<file path="config.mk">
export PLATFORM = sky130hd
export DESIGN_NAME = bp_pht_scheduler
export DESIGN_NICKNAME = d
export VERILOG_FILES = /design/src/rtl/bp_pht_scheduler.sv
export SDC_FILE = /design/constraint.sdc
export NUM_CORES = 1
export LEC_CHECK = 0
export CORE_ASPECT_RATIO = 0.5
export CORE_MARGIN = 10
export CORE_UTILIZATION = 55
export DETAILED_ROUTE_END_ITERATION = 12
export GPL_TIMING_DRIVEN = 0
export PLACE_DENSITY = 0.79
export SLEW_MARGIN = 20
export SYNTH_ARGS = -nofsm -noshare
export SYNTH_HDL_FRONTEND = slang
export SYNTH_SLANG_ARGS = --single-unit
</file>
<file path="constraint.sdc">
create_clock -name clk -period 3.8 [get_ports clk]
set_input_delay 0.76 -clock clk [delete_from_list [all_inputs] [get_ports clk]]
set_output_delay 0.76 -clock clk [all_outputs]
set_load 0.02 [all_outputs]
</file>
<file path="src/rtl/bp_pht_scheduler.sv">
// bp_pht_scheduler: shares a 2-bit-counter PHT between a priority lookup port and a FIFO-buffered update port, with init sequencing.
// Ports: clk, rst (async, active-high); flush; lookup_valid/lookup_idx/lookup_ready -> pred_valid/pred_taken (registered);
//        upd_valid/upd_idx/upd_taken/upd_ready; queue_count (queued updates); busy (table initialising).
module bp_pht_scheduler #(
  parameter int IDX_W  = 4,
  parameter int QDEPTH = 4,
  parameter int QPTR_W = 2
) (
  input  logic              clk,
  input  logic              rst,
  input  logic              flush,
  input  logic              lookup_valid,
  input  logic [IDX_W-1:0]  lookup_idx,
  output logic              lookup_ready,
  output logic              pred_valid,
  output logic              pred_taken,
  input  logic              upd_valid,
  input  logic [IDX_W-1:0]  upd_idx,
  input  logic              upd_taken,
  output logic              upd_ready,
  output logic [QPTR_W:0]   queue_count,
  output logic              busy
);
  typedef enum logic {INIT, RUN} state_t;
  state_t state, state_nx;
  logic [IDX_W-1:0] init_ptr;
  logic [1:0] pht [2**IDX_W];
  logic [IDX_W:0] q_mem [QDEPTH];
  logic [QPTR_W-1:0] head, tail;
  logic run, last, acc, enq, drn, d_tk;
  logic [IDX_W-1:0] d_idx;
  logic [1:0] d_old, d_new;
  assign run          = state == RUN;
  assign busy         = !run;
  assign last         = init_ptr == IDX_W'(2**IDX_W - 1);
  assign lookup_ready = run && !flush && queue_count != (QPTR_W+1)'(QDEPTH);
  assign upd_ready    = run && !flush && queue_count < (QPTR_W+1)'(QDEPTH);
  assign acc          = lookup_valid && lookup_ready;
  assign enq          = upd_valid && upd_ready;
  // lookups win the table port; a drain only uses cycles with no accepted lookup
  assign drn          = run && !flush && queue_count != '0 && !acc;
  assign {d_idx, d_tk} = q_mem[head];
  assign d_old        = pht[d_idx];
  assign d_new        = d_tk ? (d_old == 2'd3 ? d_old : d_old + 2'd1) : (d_old == 2'd0 ? d_old : d_old - 2'd1);
  always_comb begin
    state_nx = state;
    state_nx = flush ? INIT : (!run && last) ? RUN : state;
  end
  always_ff @(posedge clk or posedge rst) begin
    if (rst) begin
      state       <= INIT;
      init_ptr    <= '0;
      head        <= '0;
      tail        <= '0;
      queue_count <= '0;
      pred_valid  <= 1'b0;
      pred_taken  <= 1'b0;
    end else begin
      state       <= state_nx;
      init_ptr    <= (flush || run) ? '0 : init_ptr + 1'b1;
      head        <= flush ? '0 : head + QPTR_W'(drn);
      tail        <= flush ? '0 : tail + QPTR_W'(enq);
      queue_count <= flush ? '0 : queue_count + (QPTR_W+1)'(enq) - (QPTR_W+1)'(drn);
      pred_valid  <= acc;
      pred_taken  <= acc ? pht[lookup_idx][1] : pred_taken;
    end
  end
  // storage needs no reset: the table is rewritten by INIT and FIFO slots are only read once counted
  always_ff @(posedge clk) begin
    if (!run) pht[init_ptr] <= 2'b01;
    else if (drn) pht[d_idx] <= d_new;
    if (enq) q_mem[tail] <= {upd_idx, upd_taken};
  end
endmodule

</file>
; ---- Yosys cells after proc, flatten, opt, wreduce, memory -nomap -nowiden
; Memory sizes are Yosys's and may differ from the RTL's. A register that Yosys moved wholly into a read port is not among the register bits.
; Index checks and enable logic that the tools add are counted.
[totals]
ff_bits = 13
ram_bits = 52
in_bits = 14
out_inout_bits = 8
elab_cells = 53
memories = 2
[op_classes]
n_addsub = 7
magnitude_cmp = 1
eq_ne = 3
muxes = 18
reduce_logical = 16
[mem_list]
columns = memory, words, width, read_ports, rd_clocked_by_memory_dff, write_ports, line
row1 = pht, 16, 2, 2, 1, 1, 27  ; logic [1:0] pht [2**IDX_W];
row2 = q_mem, 4, 5, 1, 0, 1, 28  ; logic [IDX_W:0] q_mem [QDEPTH];
[op_table]
columns = operator, n
row1 = $mux W2, 6
row2 = $mux W1, 9
row3 = $logic_and A1 B1 Y1, 8
row4 = $mux W4, 2
row5 = $add A2 B1 Y2, 2
row6 = $add A4 B1 Y4 const B, 1
row7 = $eq A4 B4 Y1 const B, 1
row8 = $add A3 B1 Y3, 1
row9 = $logic_not A1 Y1, 3
row10 = $lt A3 B3 Y1 const B, 1
row11 = $mux W3, 1
row12 = $ne A3 B3 Y1 const B, 1
row13 = $reduce_bool A3 Y1, 1
row14 = $sub A3 B1 Y3, 1
row15 = $add A2 B1 Y2 const B, 1
row16 = $eq A2 B2 Y1 const B, 1
row17 = $logic_not A2 Y1, 1
row18 = $reduce_bool A2 Y1, 1
row19 = $reduce_or A2 Y1, 1
row20 = $sub A2 B1 Y2 const B, 1
row21 = $logic_or A1 B1 Y1, 1

; ---- Logic depth before layout (Yosys ltp)
[logic_depth]
word_depth = 11
ltp_mapped = 11

; ---- Worst setup path before layout
; No wires, ideal clock.
[synth_timing]
kind = register to register
from = register head[0]
to = memory pht[0][0] (data pin)
setup_time_ps = 291
arrival_ps = 2509
required_ps = 3509
path_slack_ps = 1000
stages_incl_launch_ff = 9
n_path_buf = 2
period_less_slack_ps = 2800
path_cell_list = dfrtp_1 -> buf_6 -> mux4_4 -> buf_2 -> mux2i_1 -> mux2_2 -> o22ai_1 -> nor3_1 -> a21oi_1
[synth_between]
elab_chain_cells = 6
[synth_lines]
columns = element, line
row1 = "start, declared", 29  ; logic [QPTR_W-1:0] head, tail;
row2 = "start signal, assigned", 61  ; head <= flush ? '0 : head + QPTR_W'(drn);
row3 = $mem_v2 Z4 W5 *, --
row4 = $mem_v2 Z16 W2, --
row5 = "$sub A2 B1 Y2, or another cell as far along", 44  ; assign d_new = d_tk ? (d_old == 2'd3 ? d_old : d_old + 2'd1) : (d_old == 2'd0 ? d_old : d_old - 2'd1);
row6 = $mux W2, 44
row7 = $mux W2 *, 44
row8 = $mux W2 (no line) *, --
row9 = "end, declared", 27
; Mark *: on every way between the ends. The rest lies on a longest branch, timed or not.

; ---- Worst setup path in the final report
[layout_timing]
from = register head[0]
to = memory pht[5][0] (data pin)
; The elaborated chain is that of the path after synthesis.

==> impl_metrics.toml <==
[run_status]
run_status = "finished clean"

[detailed_routing]
vias = 1839
wl_met2_um = 2860
wl_met3_um = 342
drtIter0Drc = 95
wl_um = 5911
wl_met1_um = 2631
via_per_inst = 5.711
dr.pass1.iters = 4
drc = 0
final_antenna_net_count = 0
wl_per_cell_um = 18.36
highest_layer = "met4"

[floorplan]
rows = 19
dieArea_um2 = 9228
initial_core_util = 0.5675
coreArea_um2 = 5468
die_x_um = 126.2
ios = 22
die_h_um = 73.11

[synth]
synth_top_area_cell = "edfxtp_1"
yosys_warnings = 0
ys_seq_elements = 66
syn-num-nets = 230
synth_area_um2 = 3103
ys_types = 41
dominantRegCellSynth = "edfxtp_1"
netlist_instances = 212
postSynthAreaPerCell_um2 = 14.64
synth_edf_count = 52
yosysSeqAreaShare = 0.6161
synth_top_area_frac = 0.5032
synthTopCellsByArea = "edfxtp_1, dfrtp_1, mux2i_1, mux4_2, nor2_1"
async_flop_share = 0.2121

[power]
power.leakage_nw = 1.363
vdd_ir_drop_max_mv = 0.4058
p_per_area_nw_per_um2 = 445.3

[clock_network]
clkTransAtPathRegs_ns = 0.05
cts.htree.levels = 3
clock-root-buffer = "clkbuf_16"
cts_buffers = 9
post_cts_buffers = 0
postCtsResizedCells = 0
clock_path_buffers = 2
insertion_delay_ns = 0.33
cts.sinks = 66
cts_tree = "built"
cts-hold-fix-buffers = 0

[critical_path]
cp.arrival_ns = 3.28
r2r_cells = 8
crit_end = "pht[5][0]$_DFFE_PP_"
critPathKind = "reg2reg"
crit_chain = "buf_6, mux4_4, buf_2, mux2i_1, mux2_2, o22ai_1, nor3_1, a21oi_1"
path_max_fanout = 16
slowest_delay_ns = 0.78
r2r-start = "head[0]$_DFF_PP0_"
r2r_slack_ns = 0.52
timing.rr.end = "pht[5][0]$_DFFE_PP_"
worstSetupStartpointType = "flop"
crit_path_start = "head[0]$_DFF_PP0_"
endpoint_kind = "flop"
required_ns = 3.80
crit_path_top_delay_cell = "a21oi_1"

[final_layout]
diodes = 0
layout-drive-gt1-share = 0.1687
flow.area_growth_from_synthesis_pct = 19.48
final_common_cell = "edfxtp_1"
nets = 262
layout_common_cells = "edfxtp_1, nor2_1, clkdlybuf4s50_1"

[sta]
min_period_ns = 3.281
hold_viol = 0
slew_violations = 0
post-route-period-util = 0.8635
fmax_ghz = 0.3048
finalSetupViolCount = 0
layout_setup_ws_ns = 0.5188
worstMarginPinSlew_ns = 0.9453
fin_hold_ws_ns = 0.5046
relSlewSlack = 0.3698
skew_ns = 0.004526
rsz0062_at_grt = "false"
setup_tns_ns = 0

[min_path]
hold_path_depth = 1
hold_path_class = "reg2reg"

[placed_design]
numPortBuffers = 21
dp_hpwl_um = 4252
dp_slack_ns = 0.5019
gp_routability_congestion = 0.8743

[global_routing]
overflow = 0
grt_start_max_net_pins = 17
grt_pass1_wl_um = 9770
grt_pass1_vias = 1930
antenna_found_initial = 0
track_usage = 0.1387

[job]
drv_cap = 0
-- state kept, by name, indices dropped and copies added, names as in the netlist --
register,count
head,2
init_ptr,4
pht,32
tail,2
queue_count,3
q_mem,20
pred_valid,1
run,1
pred_taken,1
-- critical path: cells and delay by family (launching register included) --
kind	cells	cell delay, ns
muxes	3	1.11
AOI/OAI and AO/OA	2	1.01
buffers and inverters	2	0.40
DFF	1	0.34
and+or+nand+nor	1	0.07
-- worst min-delay path by stage --
stage | start | endpoint
detailed placement | init_ptr[0]$_DFF_PP0_ | init_ptr[0]$_DFF_PP0_
global placement | init_ptr[0]$_DFF_PP0_ | init_ptr[0]$_DFF_PP0_
finish | init_ptr[0]$_DFF_PP0_ | init_ptr[0]$_DFF_PP0_
CTS | init_ptr[0]$_DFF_PP0_ | init_ptr[0]$_DFF_PP0_
floorplan | init_ptr[0]$_DFF_PP0_ | init_ptr[0]$_DFF_PP0_
global route | init_ptr[0]$_DFF_PP0_ | init_ptr[0]$_DFF_PP0_
-- synthesized netlist by cell type (3+ instances only) --
master / instances
xnor2_1: 6
inv_1: 4
edfxtp_1: 52
mux2i_1: 20
o21ai_0: 4
clkbuf_8: 3
nor3b_1: 4
nor2_1: 31
ha_1: 3
mux2_2: 5
nand2_1: 9
nor2b_1: 5
dfrtp_1: 14
mux4_2: 8
a21oi_1: 4
nor3_1: 6
-- cell families after synthesis --
logic type | count (synthesis) | share of synthesized area
mux | 36 | 0.1657
simple gates | 67 | 0.1036
xor+xnor | 8 | 0.02258
flops | 66 | 0.6161
fa+ha+maj | 4 | 0.01855
buf+inv | 14 | 0.03750
compound gates | 17 | 0.03589
-- layout make-up --
class	instances	area (um^2)
Inverter	4	15.01
Clock buffer	9	225.2
Tap cell	73	91.34
Sequential cell	66	1912
Timing Repair Buffer	21	210.2
Multi-Input combinational cell	132	1082
Buffer	10	101.3
Clock inverter	7	70.07
Fill cell	367	1760
-- metal layers --
| layer | global-route usage | vias to the layer above |
|---|---|---|
| met5 | 0 | - |
| met4 | 0.06148 | 0 |
| met3 | 0.05149 | 8 |
| met2 | 0.2221 | 52 |
| met1 | 0.1661 | 916 |
| li1 | - | 863 |
-- metrics by stage --
stage | cells | power (mW) | instance area, um^2 | util
after detailed placement | 306 | 0.8669 | 3405 | 0.6227
after CTS | 322 | 1.659 | 3700 | 0.6767
after global placement | 306 | 0.8641 | 3405 | 0.6227
after floorplan | 212 | 0.8354 | 3103 | -
final | 322 | 1.651 | 3707 | 0.6780
after global routing | 322 | 1.699 | 3707 | 0.6780
-- power by group --
| part | switching [mW] | leakage (nW) | total, mW | internal, mW |
|---|---|---|---|---|
| clock network | 0.294 | 0.133 | 0.798 | 0.504 |
| logic | 0.0330 | 0.558 | 0.0630 | 0.0299 |
| registers | 0.00536 | 0.672 | 0.790 | 0.785 |
No activity file was read; power rests on OpenSTA's default activity.
